`config.mk`:
```
export PLATFORM = sky130hd
export DESIGN_NAME = dvp_frame_scheduler
export DESIGN_NICKNAME = d
export VERILOG_FILES = /design/src/rtl/dvp_frame_scheduler.sv
export SDC_FILE = /design/constraint.sdc
export NUM_CORES = 1
export LEC_CHECK = 0
export CAP_MARGIN = 20
export CORE_MARGIN = 2
export CORE_UTILIZATION = 48
export DETAILED_ROUTE_END_ITERATION = 10
export PLACE_DENSITY_LB_ADDON = 0.12
export SETUP_SLACK_MARGIN = 0.2
export SYNTH_ARGS = -nofsm -noshare
export SYNTH_HDL_FRONTEND = slang
export SYNTH_SLANG_ARGS = --single-unit
```
`constraint.sdc`:
```
create_clock -name clk -period 3.72 [get_ports clk]
set_input_delay 0.93 -clock clk [delete_from_list [all_inputs] [get_ports clk]]
set_output_delay 0.93 -clock clk [all_outputs]
set_load 0.005 [all_outputs]
```
`src/rtl/dvp_frame_scheduler.sv`:
```
// Capture sequencer for the DVP RX pixel path: arms on start, aligns to SOF,
// gates the pixel FIFO for one frame per buffer and ping-pongs two buffers.
module dvp_frame_scheduler #(
  parameter int unsigned ADDR_W    = 32,
  parameter int unsigned PXL_CNT_W = 20
) (
  input  logic                 clk,
  input  logic                 rst,
  input  logic                 cfg_start_i,
  input  logic                 cfg_single_i,
  input  logic [PXL_CNT_W-1:0] cfg_frame_pxl_i,
  input  logic [ADDR_W-1:0]    cfg_buf0_base_i,
  input  logic [ADDR_W-1:0]    cfg_buf1_base_i,
  input  logic                 sof_i,
  input  logic                 pxl_acc_i,
  input  logic                 wr_idle_i,
  input  logic [1:0]           buf_rel_i,
  output logic                 cap_en_o,
  output logic [ADDR_W-1:0]    pxl_base_addr_o,
  output logic                 buf_sel_o,
  output logic [1:0]           buf_full_o,
  output logic                 frame_done_o,
  output logic                 frame_done_buf_o,
  output logic                 frame_err_o,
  output logic [7:0]           drop_cnt_o,
  output logic [2:0]           state_o
);

  typedef enum logic [2:0] {
    S_IDLE     = 3'd0,
    S_WAIT_SOF = 3'd1,
    S_CAPTURE  = 3'd2,
    S_DRAIN    = 3'd3,
    S_ABORT    = 3'd4
  } state_t;

  state_t               state;
  logic                 next_buf;
  logic [PXL_CNT_W-1:0] pxl_cnt;
  logic [PXL_CNT_W-1:0] frame_size;

  logic       last_pxl;
  logic       pick_ok;
  logic       pick_buf;
  logic [1:0] buf_set;

  assign state_o  = state;
  assign last_pxl = pxl_acc_i && (pxl_cnt == frame_size - PXL_CNT_W'(1));

  // Buffer choice at SOF: preferred ping-pong buffer, else the other, else drop.
  always_comb begin
    pick_ok  = 1'b1;
    pick_buf = next_buf;
    if (buf_full_o[next_buf]) begin
      if (!buf_full_o[~next_buf]) pick_buf = ~next_buf;
      else                        pick_ok  = 1'b0;
    end
  end

  always_comb begin
    buf_set = 2'b00;
    if (state == S_DRAIN && wr_idle_i) buf_set[buf_sel_o] = 1'b1;
  end

  always_ff @(posedge clk or posedge rst) begin
    if (rst) begin
      state            <= S_IDLE;
      next_buf         <= 1'b0;
      pxl_cnt          <= '0;
      frame_size       <= '0;
      cap_en_o         <= 1'b0;
      pxl_base_addr_o  <= '0;
      buf_sel_o        <= 1'b0;
      buf_full_o       <= 2'b00;
      frame_done_o     <= 1'b0;
      frame_done_buf_o <= 1'b0;
      frame_err_o      <= 1'b0;
      drop_cnt_o       <= 8'd0;
    end else begin
      frame_done_o <= 1'b0;
      frame_err_o  <= 1'b0;
      // Set wins over a same-cycle release of the same buffer.
      buf_full_o   <= (buf_full_o & ~buf_rel_i) | buf_set;
      case (state)
        S_IDLE: begin
          cap_en_o <= 1'b0;
          if (cfg_start_i && cfg_frame_pxl_i != '0) state <= S_WAIT_SOF;
        end
        S_WAIT_SOF: begin
          if (!cfg_start_i) begin
            state <= S_IDLE;
          end else if (sof_i) begin
            if (pick_ok) begin
              buf_sel_o       <= pick_buf;
              pxl_base_addr_o <= pick_buf ? cfg_buf1_base_i : cfg_buf0_base_i;
              frame_size      <= cfg_frame_pxl_i;
              pxl_cnt         <= '0;
              cap_en_o        <= 1'b1;
              state           <= S_CAPTURE;
            end else if (drop_cnt_o != 8'hFF) begin
              drop_cnt_o <= drop_cnt_o + 8'd1;
            end
          end
        end
        S_CAPTURE: begin
          // Completion has priority over both abort and short-frame restart.
          if (last_pxl) begin
            cap_en_o <= 1'b0;
            state    <= S_DRAIN;
          end else if (!cfg_start_i) begin
            cap_en_o <= 1'b0;
            state    <= S_ABORT;
          end else if (sof_i) begin
            frame_err_o <= 1'b1;
            pxl_cnt     <= '0;
          end else if (pxl_acc_i) begin
            pxl_cnt <= pxl_cnt + PXL_CNT_W'(1);
          end
        end
        S_DRAIN: begin
          cap_en_o <= 1'b0;
          if (wr_idle_i) begin
            frame_done_o     <= 1'b1;
            frame_done_buf_o <= buf_sel_o;
            next_buf         <= ~buf_sel_o;
            state            <= (cfg_single_i || !cfg_start_i) ? S_IDLE : S_WAIT_SOF;
          end
        end
        S_ABORT: begin
          cap_en_o <= 1'b0;
          if (wr_idle_i) state <= S_IDLE;
        end
        default: begin
          cap_en_o <= 1'b0;
          state    <= S_IDLE;
        end
      endcase
    end
  end

endmodule

```
==> results of run 1 <==
==> cells by family after synthesis <==
family          after synthesis
compound gates              109
xor+xnor                     30
fa+ha+maj                     3
buf+inv                      40
flops                        91
mux                          37
simple gates                232
==> per-layer routing <==
layer / wire length [um] / track usage, % / vias up
met1: 5570 / 30.9 / 2181
met2: 6640 / 41.8 / 145
met3: 898 / 8.66 / 20
met5: 0 / 0 / -
met4: 238 / 7.42 / 0
li1: - / - / 2191
==> timing repair <==
item,in CTS,in global routing
setup buffers,0,2
endpoints found under the setup margin,0,20
gates resized for setup,0,6
==> cells in the mapped netlist (all sizes together) (6+ instances only) <==
library cell,n
clkbuf,23
nor2,32
o31ai,17
a21oi,6
xor2,12
dfrtp,91
nand3,24
mux2i,32
nand2,108
nand2b,7
nor3,11
xnor2,17
o21ai,52
nor4,11
inv,13
and3,12
o211ai,7
==> flip-flops by register name, summed over array words and instances, names as in the netlist, 2 cells and up <==
register / cells
buf_full_o: 2
pxl_cnt: 20
pxl_base_addr_o: 32
state_o: 3
drop_cnt_o: 8
frame_size: 20
==> layout by cell type, fill, tap and decap left out, types with 5 or more instances in the layout <==
| cell type | instances |
|---|---|
| sky130_fd_sc_hd__clkdlybuf4s50_1 | 142 |
| sky130_fd_sc_hd__nand2_1 | 107 |
| sky130_fd_sc_hd__dfrtp_1 | 91 |
| sky130_fd_sc_hd__o21ai_0 | 47 |
| sky130_fd_sc_hd__mux2i_1 | 32 |
| sky130_fd_sc_hd__nor2_1 | 31 |
| sky130_fd_sc_hd__nand3_1 | 24 |
| sky130_fd_sc_hd__o31ai_1 | 17 |
| sky130_fd_sc_hd__xnor2_1 | 16 |
| sky130_fd_sc_hd__and3_1 | 12 |
| sky130_fd_sc_hd__xor2_1 | 12 |
| sky130_fd_sc_hd__inv_1 | 11 |
| sky130_fd_sc_hd__nor3_1 | 11 |
| sky130_fd_sc_hd__buf_4 | 10 |
| sky130_fd_sc_hd__clkbuf_8 | 9 |
| sky130_fd_sc_hd__nor4_1 | 8 |
| sky130_fd_sc_hd__nand2b_1 | 7 |
| sky130_fd_sc_hd__o211ai_1 | 7 |
| sky130_fd_sc_hd__mux2_2 | 5 |
| sky130_fd_sc_hd__nand4_1 | 5 |
| sky130_fd_sc_hd__a21oi_1 | 5 |
| sky130_fd_sc_hd__o21ai_1 | 5 |
==> worst min-delay path, stage by stage (launching register included) <==
cell,delay (ns)
sky130_fd_sc_hd__dfrtp_1,0.35
sky130_fd_sc_hd__nand2_1,0.04
sky130_fd_sc_hd__o21ai_0,0.06
==> final timing paths <==
path	startpoint	endpoint	slack, ns	cells past startpoint
setup / recovery	frame_size[1]	pxl_cnt[12]	0.33	11
hold / removal	pxl_base_addr_o[17]	pxl_base_addr_o[17]	0.48	2
max in group asynchronous	rst	frame_size[2]	2.38	3
min in group asynchronous	rst	drop_cnt_o[1]	0.97	3
hold reg to reg	pxl_base_addr_o[17]	pxl_base_addr_o[17]	0.48	2
setup reg to reg	frame_size[1]	pxl_cnt[12]	0.33	11
==> stage by stage <==
| stage | utilization, % | hold slack [ns] | cells |
|---|---|---|---|
| after CTS | 65.9 | 0.491 | 819 |
| after global routing | 66.4 | 0.521 | 821 |
| final | 66.4 | 0.485 | 821 |
| after floorplan | - | 0.465 | 542 |
| after detailed placement | 64.1 | 0.466 | 803 |
| after global placement | 64.1 | 0.460 | 803 |
==> report_power, final <==
group          leakage (nW)  internal [mW]  switching [mW]
clock network        0.0879          0.253           0.388
registers              1.18           1.32           0.299
logic                  1.72           1.08            1.13
total                  2.99           2.65            1.82
==> final cells by class <==
type,count,share of cell area (%)
timing repair buffer,154,22.6
multi-input combinational,411,37.8
clock inverter,7,0.906
tap,136,2.51
sequential,91,33.7
clock buffer,9,1.83
inverter,13,0.740
==> impl_metrics.sql, run 1 <==
INSERT INTO impl_metrics (metric_group, metric, value, unit) VALUES
('run_status', 'run_status', 'finished, final reports clean', ''),
('logic_synthesis', 'yosysWarnings', '0', ''),
('timing', 'slew-limit-headroom', '55.9', '%'),
('logic_synthesis', 'synth.yosys.seq_area_share', '46.0', '%'),
('die', 'floorplan.initialDensity', '48.6', '%'),
('logic_synthesis', 'register_bit_total_from_synthesis', '91', ''),
('pwr', 'power', '4.47', 'mW'),
('pwr', 'vdd_drop_max', '0.694', 'mV'),
('global_routing', 'initial_antenna_violation_count', '0', ''),
('die', 'die-width', '106', 'um'),
('timing', 'setup_tns', '0', 'ns'),
('logic_synthesis', 'synth_compound_gate_area_share', '14.2', '%'),
('timing', 'rsz0062_at_grt', 'false', ''),
('timing', 'clock.fmax', '295', 'MHz'),
('logic_synthesis', 'synth_fp_nets', '638', ''),
('cells_and_area', 'antenna_cells', '0', ''),
('logic_synthesis', 'async_flop_share', '100', '%'),
('logic_synthesis', 'synthesis.area', '4950', 'um2'),
('route', 'post_drt_via_cell_ratio', '5.53', ''),
('critical_path', 'worst_ep_required_time', '3.99', 'ns'),
('clocking', 'cts.hold.buffers_added', '0', ''),
('cells_and_area', 'multiInputGateArea', '2560', 'um2'),
('place', 'post-place-ws', '0.239', 'ns'),
('clocking', 'cts_buffer_depth', '2', ''),
('critical_path', 'critical_path_peak_fanout', '12', ''),
('route', 'wl_per_cell', '16.3', 'um'),
('critical_path', 'timing.critical_path.slowest_stage_cell', 'sky130_fd_sc_hd__or4_4', ''),
('critical_path', 'max_stage_delay', '0.54', 'ns'),
('job', 'max_cap_violations', '0', ''),
('logic_synthesis', 'synth-simple-area-share', '22.5', '%'),
('route', 'route.antenna.remaining_nets', '0', ''),
('global_routing', 'grt_max_degree', '92', ''),
('logic_synthesis', 'synthXorXnorAreaFrac', '5.58', '%'),
('clocking', 'cts_num_sinks', '91', ''),
('route', 'drt_wl_total', '13.4', 'mm'),
('route', 'detail_route.drc_violations', '0', ''),
('timing', 'worst_clock_skew', '0.0124', 'ns'),
('clocking', 'clkSlewWorstSetupHoldPaths', '0.09', 'ns'),
('route', 'firstDrtPassIters', '4', ''),
('timing', 'finalCritPeriodShare', '91.1', '%'),
('clocking', 'cts_buffers', '9', ''),
('clocking', 'cts_htree_levels', '3', ''),
('logic_synthesis', 'synth.area.top_cells', 'sky130_fd_sc_hd__dfrtp_1, sky130_fd_sc_hd__nand2_1, sky130_fd_sc_hd__mux2i_1, sky130_fd_sc_hd__o21ai_0, sky130_fd_sc_hd__xnor2_1', ''),
('logic_synthesis', 'post_synth_num_cell_types', '57', ''),
('place', 'gp_congestion', '0.899', ''),
('clocking', 'clock-root-buffer', 'sky130_fd_sc_hd__clkbuf_8', ''),
('global_routing', 'grt_first_pass_wirelength', '22.3', 'mm'),
('die', 'die_y', '106', 'um'),
('logic_synthesis', 'post_synth_inst_count', '542', ''),
('cells_and_area', 'stdcell_area', '6770', 'um2'),
('place', 'place.port_buffers', '142', ''),
('critical_path', 'worst_path_dominant_cell_family', 'simple AND/OR/NAND/NOR gates', ''),
('timing', 'final-max-slew-violation-count', '0', ''),
('logic_synthesis', 'post-synth-top-area-fraction', '46.0', '%'),
('route', 'detailedRoute.firstIterationViolations', '257', ''),
('timing', 'layout_setup_ws', '0.333', 'ns'),
('pwr', 'power_density', '660', 'nW/um2'),
('logic_synthesis', 'yosysTopAreaCell', 'sky130_fd_sc_hd__dfrtp_1', ''),
('cells_and_area', 'fin_nets', '776', ''),
('die', 'ioPinCount', '143', ''),
('logic_synthesis', 'synth_top_family_by_area', 'simple AND/OR/NAND/NOR gates', ''),
('die', 'floorplan.die_area', '11100', 'um2'),
('timing', 'worst-slew-pin-transition', '0.657', 'ns'),
('critical_path', 'critical_path_cell_by_cell', 'inv_1 -> ha_2 -> or4b_1 -> or4_4 -> xnor2_2 -> and3_1 -> o2111ai_4 -> nor4_4 -> buf_6 -> or2_2 -> a221o_1', ''),
('critical_path', 'worstSetupStartpointType', 'flip-flop', ''),
('die', 'core_area', '10200', 'um2'),
('pwr', 'power.static_leakage', '2.99', 'nW'),
('critical_path', 'arrival', '3.66', 'ns'),
('global_routing', 'grt.total_usage', '25.1', '%'),
('cells_and_area', 'num-fill-cells', '865', ''),
('logic_synthesis', 'post_synth.cell_area_avg', '9.14', 'um2');
Power figures use the tool's default switching activity.
==> run 2: changes to the inputs <==
Settings changed: CORE_ASPECT_RATIO set to 0.8, CTS_BUF_LIST set to sky130_fd_sc_hd__clkbuf_16.
==> run 2 against run 1 <==
Compared with the run above: non-clock buffer count shrank 1; first-iteration DRC count grew 23%; clock skew shrank 0.0071 ns; hold slack lost 0.011 ns; cell count grew 0.37%; global-route usage shrank 0.45 points; die area is essentially flat; critical path type unchanged; highest routed layer unchanged.
==> impl_metrics.sql, run 2 (synthesized netlist as in run 1, its figures left out) <==
INSERT INTO impl_metrics (metric_group, metric, value, unit) VALUES
('pwr', 'power.share.switching', '38.3', '%'),
('route', 'num_vias', '4556', ''),
('critical_path', 'timing_worst_setup_path_type', 'flip-flop to flip-flop', ''),
('worst_hold_path', 'hold_depth', '2', ''),
('cells_and_area', 'final_common_cell', 'sky130_fd_sc_hd__clkdlybuf4s50_1', ''),
('cells_and_area', 'multiInputGateArea', '2530', 'um2'),
('place', 'place.detailed.hpwl', '9.95', 'mm'),
('timing', 'rsz0062_at_grt', 'false', ''),
('cells_and_area', 'final_core_util', '67.3', '%'),
('die', 'core_area', '10200', 'um2'),
('route', 'drt_wl_total', '13.3', 'mm'),
('critical_path', 'arrival', '3.60', 'ns'),
('critical_path', 'worst_ep_required_time', '3.94', 'ns'),
('die', 'ioPinCount', '143', ''),
('run_status', 'run_status', 'finished, final reports clean', ''),
('clocking', 'cts_htree_levels', '3', ''),
('cells_and_area', 'antenna_cells', '0', ''),
('global_routing', 'grt_max_degree', '70', ''),
('timing', 'slew-limit-headroom', '37.6', '%'),
('pwr', 'share_seq_of_total_power', '35.0', '%'),
('die', 'floorplan.die_area', '11200', 'um2'),
('timing', 'final-max-slew-violation-count', '0', ''),
('job', 'max_cap_violations', '0', ''),
('pwr', 'power_density', '675', 'nW/um2'),
('global_routing', 'grt.total_usage', '24.6', '%'),
('cells_and_area', 'syn_to_final_growth', '38.1', '%'),
('clocking', 'cts_buffer_depth', '2', ''),
('die', 'std_cell_rows', '33', ''),
('cells_and_area', 'drive_gt1_share', '7.02', '%'),
('route', 'route.antenna.remaining_nets', '0', ''),
('pwr', 'p_int', '2.85', 'mW'),
('timing', 'setup_viol', '0', ''),
('pwr', 'power', '4.62', 'mW'),
('worst_hold_path', 'hold_path_class', 'flip-flop to flip-flop', ''),
('timing', 'worst-slew-pin-transition', '0.935', 'ns'),
('global_routing', 'grt_first_pass_wirelength', '21.7', 'mm'),
('critical_path', 'max_stage_delay', '0.50', 'ns'),
('timing', 'worst_clock_skew', '0.00533', 'ns'),
('timing', 'layout_min_cycle_time', '3.38', 'ns'),
('route', 'wl_per_cell', '16.1', 'um'),
('timing', 'finalCritPeriodShare', '90.8', '%'),
('critical_path', 'critical_path_cell_by_cell', 'inv_1 -> ha_2 -> or4b_4 -> or4_4 -> xnor2_1 -> and3_1 -> o2111ai_2 -> nor4_4 -> buf_6 -> or2_2 -> a221o_1', ''),
('cells_and_area', 'most-common-layout-cells', 'sky130_fd_sc_hd__clkdlybuf4s50_1, sky130_fd_sc_hd__nand2_1, sky130_fd_sc_hd__dfrtp_1', ''),
('timing', 'final_worst_hold_slack', '0.473', 'ns'),
('route', 'detailedRoute.firstIterationViolations', '316', ''),
('critical_path', 'worstSetupStartpointType', 'flip-flop', ''),
('critical_path', 'setup.worst_path.end_class', 'flip-flop', ''),
('pwr', 'total_switching_power', '1.77', 'mW'),
('place', 'gp_congestion', '0.922', ''),
('cells_and_area', 'fin_nets', '775', ''),
('clocking', 'clock-root-buffer', 'sky130_fd_sc_hd__clkbuf_16', ''),
('pwr', 'power.static_leakage', '3.03', 'nW'),
('timing', 'clock.fmax', '296', 'MHz'),
('pwr', 'combinationalPowerShare', '47.5', '%'),
('clocking', 'cts_num_sinks', '91', ''),
('die', 'die-width', '118', 'um'),
('critical_path', 'worst_r2r_path_depth', '11', ''),
('place', 'post-place-ws', '0.229', 'ns'),
('pwr', 'clock_power_share', '17.5', '%'),
('timing', 'number_of_failing_hold_endpoints_at_the_final_stage', '0', ''),
('global_routing', 'overflow', '0', ''),
('route', 'firstDrtPassIters', '5', ''),
('clocking', 'cts_buffers', '9', ''),
('cells_and_area', 'largest-register', 'pxl_base_addr_o', ''),
('clocking', 'clock_insertion_delay_worst_skew', '0.34', 'ns'),
('cells_and_area', 'largest_register_ff_count', '32', ''),
('cells_and_area', 'seq_area', '2280', 'um2'),
('cells_and_area', 'num-fill-cells', '853', ''),
('global_routing', 'initial_antenna_violation_count', '0', ''),
('die', 'floorplan.initialDensity', '48.8', '%'),
('critical_path', 'timing.critical_path.slowest_stage_cell', 'sky130_fd_sc_hd__or4_4', ''),
('global_routing', 'grt_pass1_vias', '4315', ''),
('critical_path', 'timing.reg2reg.setup_slack', '0.34', 'ns'),
('place', 'place.port_buffers', '142', ''),
('route', 'post_drt_via_cell_ratio', '5.53', ''),
('clocking', 'cts.hold.buffers_added', '0', ''),
('pwr', 'vdd_drop_max', '0.411', 'mV'),
('die', 'die_y', '94.9', 'um'),
('route', 'detail_route.drc_violations', '0', ''),
('timing', 'setup_tns', '0', 'ns'),
('clocking', 'cts_tree', 'done', ''),
('cells_and_area', 'top_registers', 'pxl_base_addr_o x32, frame_size x20, pxl_cnt x20', ''),
('clocking', 'clkSlewWorstSetupHoldPaths', '0.06', 'ns'),
('timing', 'layout_setup_ws', '0.344', 'ns'),
('critical_path', 'critical_path_peak_fanout', '8', '');
[run 2: final cells by class]
class / instances / area share [%]
Clock buffer: 9 / 3.29
Inverter: 13 / 0.732
Clock inverter: 7 / 0.549
Tap cell: 140 / 2.56
Sequential cell: 91 / 33.3
Timing Repair Buffer: 153 / 22.6
Multi-Input combinational cell: 411 / 37.0
[run 2: through the flow]
| stage | instances | area (um2) |
|---|---|---|
| 2_1_floorplan | 542 | 4950 |
| 4_1_cts | 822 | 6800 |
| 3_5_place_dp | 806 | 6540 |
| 5_1_grt | 824 | 6840 |
| 3_3_place_gp | 806 | 6540 |
| 6_report | 824 | 6840 |
[run 2: path summary, 6_finish.rpt]
check	from	endpoint
worst max-delay path	frame_size[0]	pxl_cnt[15]
worst min-delay path	pxl_base_addr_o[22]	pxl_base_addr_o[22]
worst max register to register	frame_size[0]	pxl_cnt[15]
worst min register to register	pxl_base_addr_o[22]	pxl_base_addr_o[22]
max in group asynchronous	rst	frame_size[17]
min in group asynchronous	rst	pxl_cnt[2]
[run 2: what timing repair did]
action | in CTS | in global routing
endpoints found under the setup margin | 1 | 20
pin swaps | 1 | 2
buffers inserted | 0 | 2
resized for setup | 1 | 3
[run 2: per-layer routing]
metal	part of all wire (%)	GRT usage, %	vias up	wire [um]
met3	7.0	6.40	14	937
li1	-	-	2198	-
met1	45	33.8	2180	5960
met4	1.5	7.83	0	199
met5	0	0	-	0
met2	47	38.5	164	6190
[run 2: power by group through the flow]
stage                     Clock (mW)  Combinational [mW]  Sequential (mW)
after floorplan                    0                1.33             1.57
after global placement             0                2.14             1.60
after detailed placement           0                2.19             1.63
after CTS                      0.834                2.20             1.61
after global routing           0.871                2.44             1.67
final                          0.809                2.19             1.62
[run 2: worst max-delay path: cells and delay by family (launching register included)]
family / cells / cell delay [ns]
buffers and inverters: 2 / 0.26
AOI/OAI and AO/OA: 2 / 0.60
and+or+nand+nor: 5 / 1.61
xor gates and xnor gates: 1 / 0.15
adders and majority gates: 1 / 0.22
DFF: 1 / 0.42
==> run 3: changes to the inputs <==
==> constraint.sdc (replaced) <==
create_clock -name clk -period 3.72 [get_ports clk]
set_input_delay 0.558 -clock clk [delete_from_list [all_inputs] [get_ports clk]]
set_output_delay 0.558 -clock clk [all_outputs]
set_load 0.005 [all_outputs]
==> run 3 against run 2 <==
Compared with the run above: combinational power about the same; sequential share of layout area decreased by 0.16 points; utilization increased by 0.33 points; worst setup slack got worse by 0.052 ns; critical path type unchanged; largest cell class unchanged.
==> impl_metrics.sql, run 3 (synthesized netlist as in run 1, its figures left out) <==
INSERT INTO impl_metrics (metric_group, metric, value, unit) VALUES
('clocking', 'cts_buffer_depth', '2', ''),
('timing', 'worst-slew-pin-transition', '0.848', 'ns'),
('cells_and_area', 'largest_register_ff_count', '32', ''),
('route', 'firstDrtPassIters', '5', ''),
('cells_and_area', 'fin_nets', '778', ''),
('clocking', 'cts_htree_levels', '3', ''),
('route', 'post_drt_via_cell_ratio', '5.53', ''),
('clocking', 'clock_insertion_delay_worst_skew', '0.34', 'ns'),
('pwr', 'power_density', '690', 'nW/um2'),
('global_routing', 'overflow', '0', ''),
('cells_and_area', 'final_common_cell', 'sky130_fd_sc_hd__clkdlybuf4s50_1', ''),
('critical_path', 'critical_path_cell_by_cell', 'inv_1 -> ha_4 -> or4b_4 -> or4_4 -> xnor2_1 -> and3_1 -> o2111ai_2 -> nor4_4 -> buf_4 -> buf_4 -> or2_2 -> a221o_1', ''),
('job', 'max_cap_violations', '0', ''),
('place', 'place.port_buffers', '142', ''),
('cells_and_area', 'final_cell_count_no_fill', '827', ''),
('die', 'ioPinCount', '143', ''),
('critical_path', 'worstSetupStartpointType', 'flip-flop', ''),
('critical_path', 'setup.worst_path.end_class', 'flip-flop', ''),
('global_routing', 'grt_pass1_vias', '4295', ''),
('cells_and_area', 'num-fill-cells', '881', ''),
('timing', 'number_of_failing_hold_endpoints_at_the_final_stage', '0', ''),
('place', 'gp_congestion', '0.912', ''),
('route', 'route.antenna.remaining_nets', '0', ''),
('die', 'std_cell_rows', '33', ''),
('critical_path', 'timing.critical_path.slowest_stage_cell', 'sky130_fd_sc_hd__or4_4', ''),
('place', 'place.detailed.hpwl', '10.0', 'mm'),
('global_routing', 'grt_max_degree', '80', ''),
('timing', 'worst_clock_skew', '0.00973', 'ns'),
('global_routing', 'grt_first_pass_wirelength', '21.7', 'mm'),
('global_routing', 'grt.total_usage', '24.3', '%'),
('clocking', 'cts_buffers', '9', ''),
('critical_path', 'critical_path.reg2reg.endpoint', 'pxl_cnt[10]', ''),
('cells_and_area', 'multiInputGateArea', '2540', 'um2'),
('critical_path', 'path_buf_inv', '3', ''),
('die', 'core_area', '10200', 'um2'),
('clocking', 'clkSlewWorstSetupHoldPaths', '0.07', 'ns'),
('timing', 'finalCritPeriodShare', '92.2', '%'),
('die', 'die_y', '94.9', 'um'),
('critical_path', 'worst_ep_required_time', '3.94', 'ns'),
('clocking', 'cts_num_sinks', '91', ''),
('place', 'number_of_placed_instances_with_taps_included', '808', ''),
('timing', 'rsz0062_at_grt', 'false', ''),
('die', 'die-width', '118', 'um'),
('pwr', 'vdd_drop_max', '0.353', 'mV'),
('cells_and_area', 'largest-register', 'pxl_base_addr_o', ''),
('route', 'detail_route.drc_violations', '0', ''),
('cells_and_area', 'top_registers', 'pxl_base_addr_o x32, frame_size x20, pxl_cnt x20', ''),
('cells_and_area', 'most-common-layout-cells', 'sky130_fd_sc_hd__clkdlybuf4s50_1, sky130_fd_sc_hd__nand2_1, sky130_fd_sc_hd__dfrtp_1', ''),
('cells_and_area', 'drive_gt1_share', '7.71', '%'),
('route', 'wl_per_cell', '16.4', 'um'),
('critical_path', 'timing_worst_setup_path_type', 'flip-flop to flip-flop', ''),
('route', 'drt_wl_total', '13.5', 'mm'),
('critical_path', 'worstSetupStartpoint', 'frame_size[1]', ''),
('critical_path', 'timing.reg2reg.setup_slack', '0.29', 'ns'),
('cells_and_area', 'seq_area', '2280', 'um2'),
('critical_path', 'timing.rr.start', 'frame_size[1]', ''),
('worst_hold_path', 'hold_path_class', 'input pin to asynchronous set/reset pin', ''),
('die', 'floorplan.initialDensity', '48.8', '%'),
('cells_and_area', 'final_core_util', '67.7', '%'),
('timing', 'slew-limit-headroom', '43.4', '%'),
('timing', 'setup_viol', '0', ''),
('global_routing', 'initial_antenna_violation_count', '0', ''),
('route', 'detailedRoute.firstIterationViolations', '265', ''),
('pwr', 'power', '4.74', 'mW'),
('timing', 'clock.fmax', '292', 'MHz'),
('timing', 'layout_min_cycle_time', '3.43', 'ns'),
('critical_path', 'worst_r2r_path_depth', '12', ''),
('timing', 'setup_tns', '0', 'ns'),
('clocking', 'cts_tree', 'done', ''),
('clocking', 'clock-root-buffer', 'sky130_fd_sc_hd__clkbuf_16', ''),
('cells_and_area', 'antenna_cells', '0', ''),
('critical_path', 'critical_path_peak_fanout', '6', ''),
('die', 'floorplan.die_area', '11200', 'um2'),
('timing', 'final-max-slew-violation-count', '0', ''),
('critical_path', 'max_stage_delay', '0.51', 'ns'),
('critical_path', 'timing.critical_path.mode_cell', 'sky130_fd_sc_hd__buf_4', ''),
('route', 'num_vias', '4573', ''),
('pwr', 'power.static_leakage', '3.04', 'nW'),
('run_status', 'run_status', 'finished, final reports clean', ''),
('cells_and_area', 'syn_to_final_growth', '38.8', '%'),
('critical_path', 'worst_path_dominant_cell_family', 'simple AND/OR/NAND/NOR gates', ''),
('critical_path', 'arrival', '3.65', 'ns');
[run 3: worst max-delay path by stage]
stage / end / slack (ns) / cells past startpoint
5_1_grt: pxl_cnt[10] / 0.18 / 12
6_report: pxl_cnt[10] / 0.29 / 12
3_5_place_dp: pxl_cnt[1] / 0.21 / 11
3_3_place_gp: pxl_cnt[8] / 0.33 / 10
4_1_cts: pxl_cnt[10] / 0.20 / 11
2_1_floorplan: pxl_cnt[11] / 0.35 / 12
[run 3: area by class of cell]
type | count | share of cell area (%)
clock buffers | 9 | 3.28
clock inverters | 7 | 0.983
inverters | 13 | 0.728
multi-input cells | 411 | 36.9
flip-flops and latches | 91 | 33.1
well taps | 140 | 2.55
repair buffers | 156 | 22.4
[run 3: worst reg2reg max path, cell delays in order (launching register included)]
cell	delay [ns]
sky130_fd_sc_hd__dfrtp_1	0.39
sky130_fd_sc_hd__inv_1	0.12
sky130_fd_sc_hd__ha_4	0.17
sky130_fd_sc_hd__or4b_4	0.47
sky130_fd_sc_hd__or4_4	0.51
sky130_fd_sc_hd__xnor2_1	0.15
sky130_fd_sc_hd__and3_1	0.18
sky130_fd_sc_hd__o2111ai_2	0.26
sky130_fd_sc_hd__nor4_4	0.05
sky130_fd_sc_hd__buf_4	0.16
sky130_fd_sc_hd__buf_4	0.14
sky130_fd_sc_hd__or2_2	0.34
sky130_fd_sc_hd__a221o_1	0.36
[run 3: per-layer routing]
| layer | global-route usage (%) | routed length, um |
|---|---|---|
| met5 | 0 | 0 |
| met4 | 6.63 | 213 |
| met3 | 6.52 | 1010 |
| met2 | 39.3 | 6400 |
| met1 | 32.8 | 5920 |
[run 3: what timing repair did]
action | in CTS | in global routing
hold buffers | 0 | 0
buffers inserted | 0 | 3
resized for setup | 0 | 5
endpoints found under the setup margin | 0 | 20
[run 3: per-stage QoR]
stage | instance area (um2) | hold WS (ns) | setup WS [ns]
after floorplan | 4950 | 0.465 | 0.349
after global placement | 6540 | 0.463 | 0.328
after detailed placement | 6540 | 0.471 | 0.209
after CTS | 6830 | 0.462 | 0.202
after global routing | 6870 | 0.465 | 0.179
final | 6870 | 0.458 | 0.292
[run 3: power by group]
group	total (mW)	switching, mW	leakage [nW]	internal (mW)
clock network	0.902	0.384	0.141	0.518
logic	2.22	1.13	1.72	1.09
registers	1.62	0.297	1.18	1.32
total	4.74	1.81	3.04	2.94
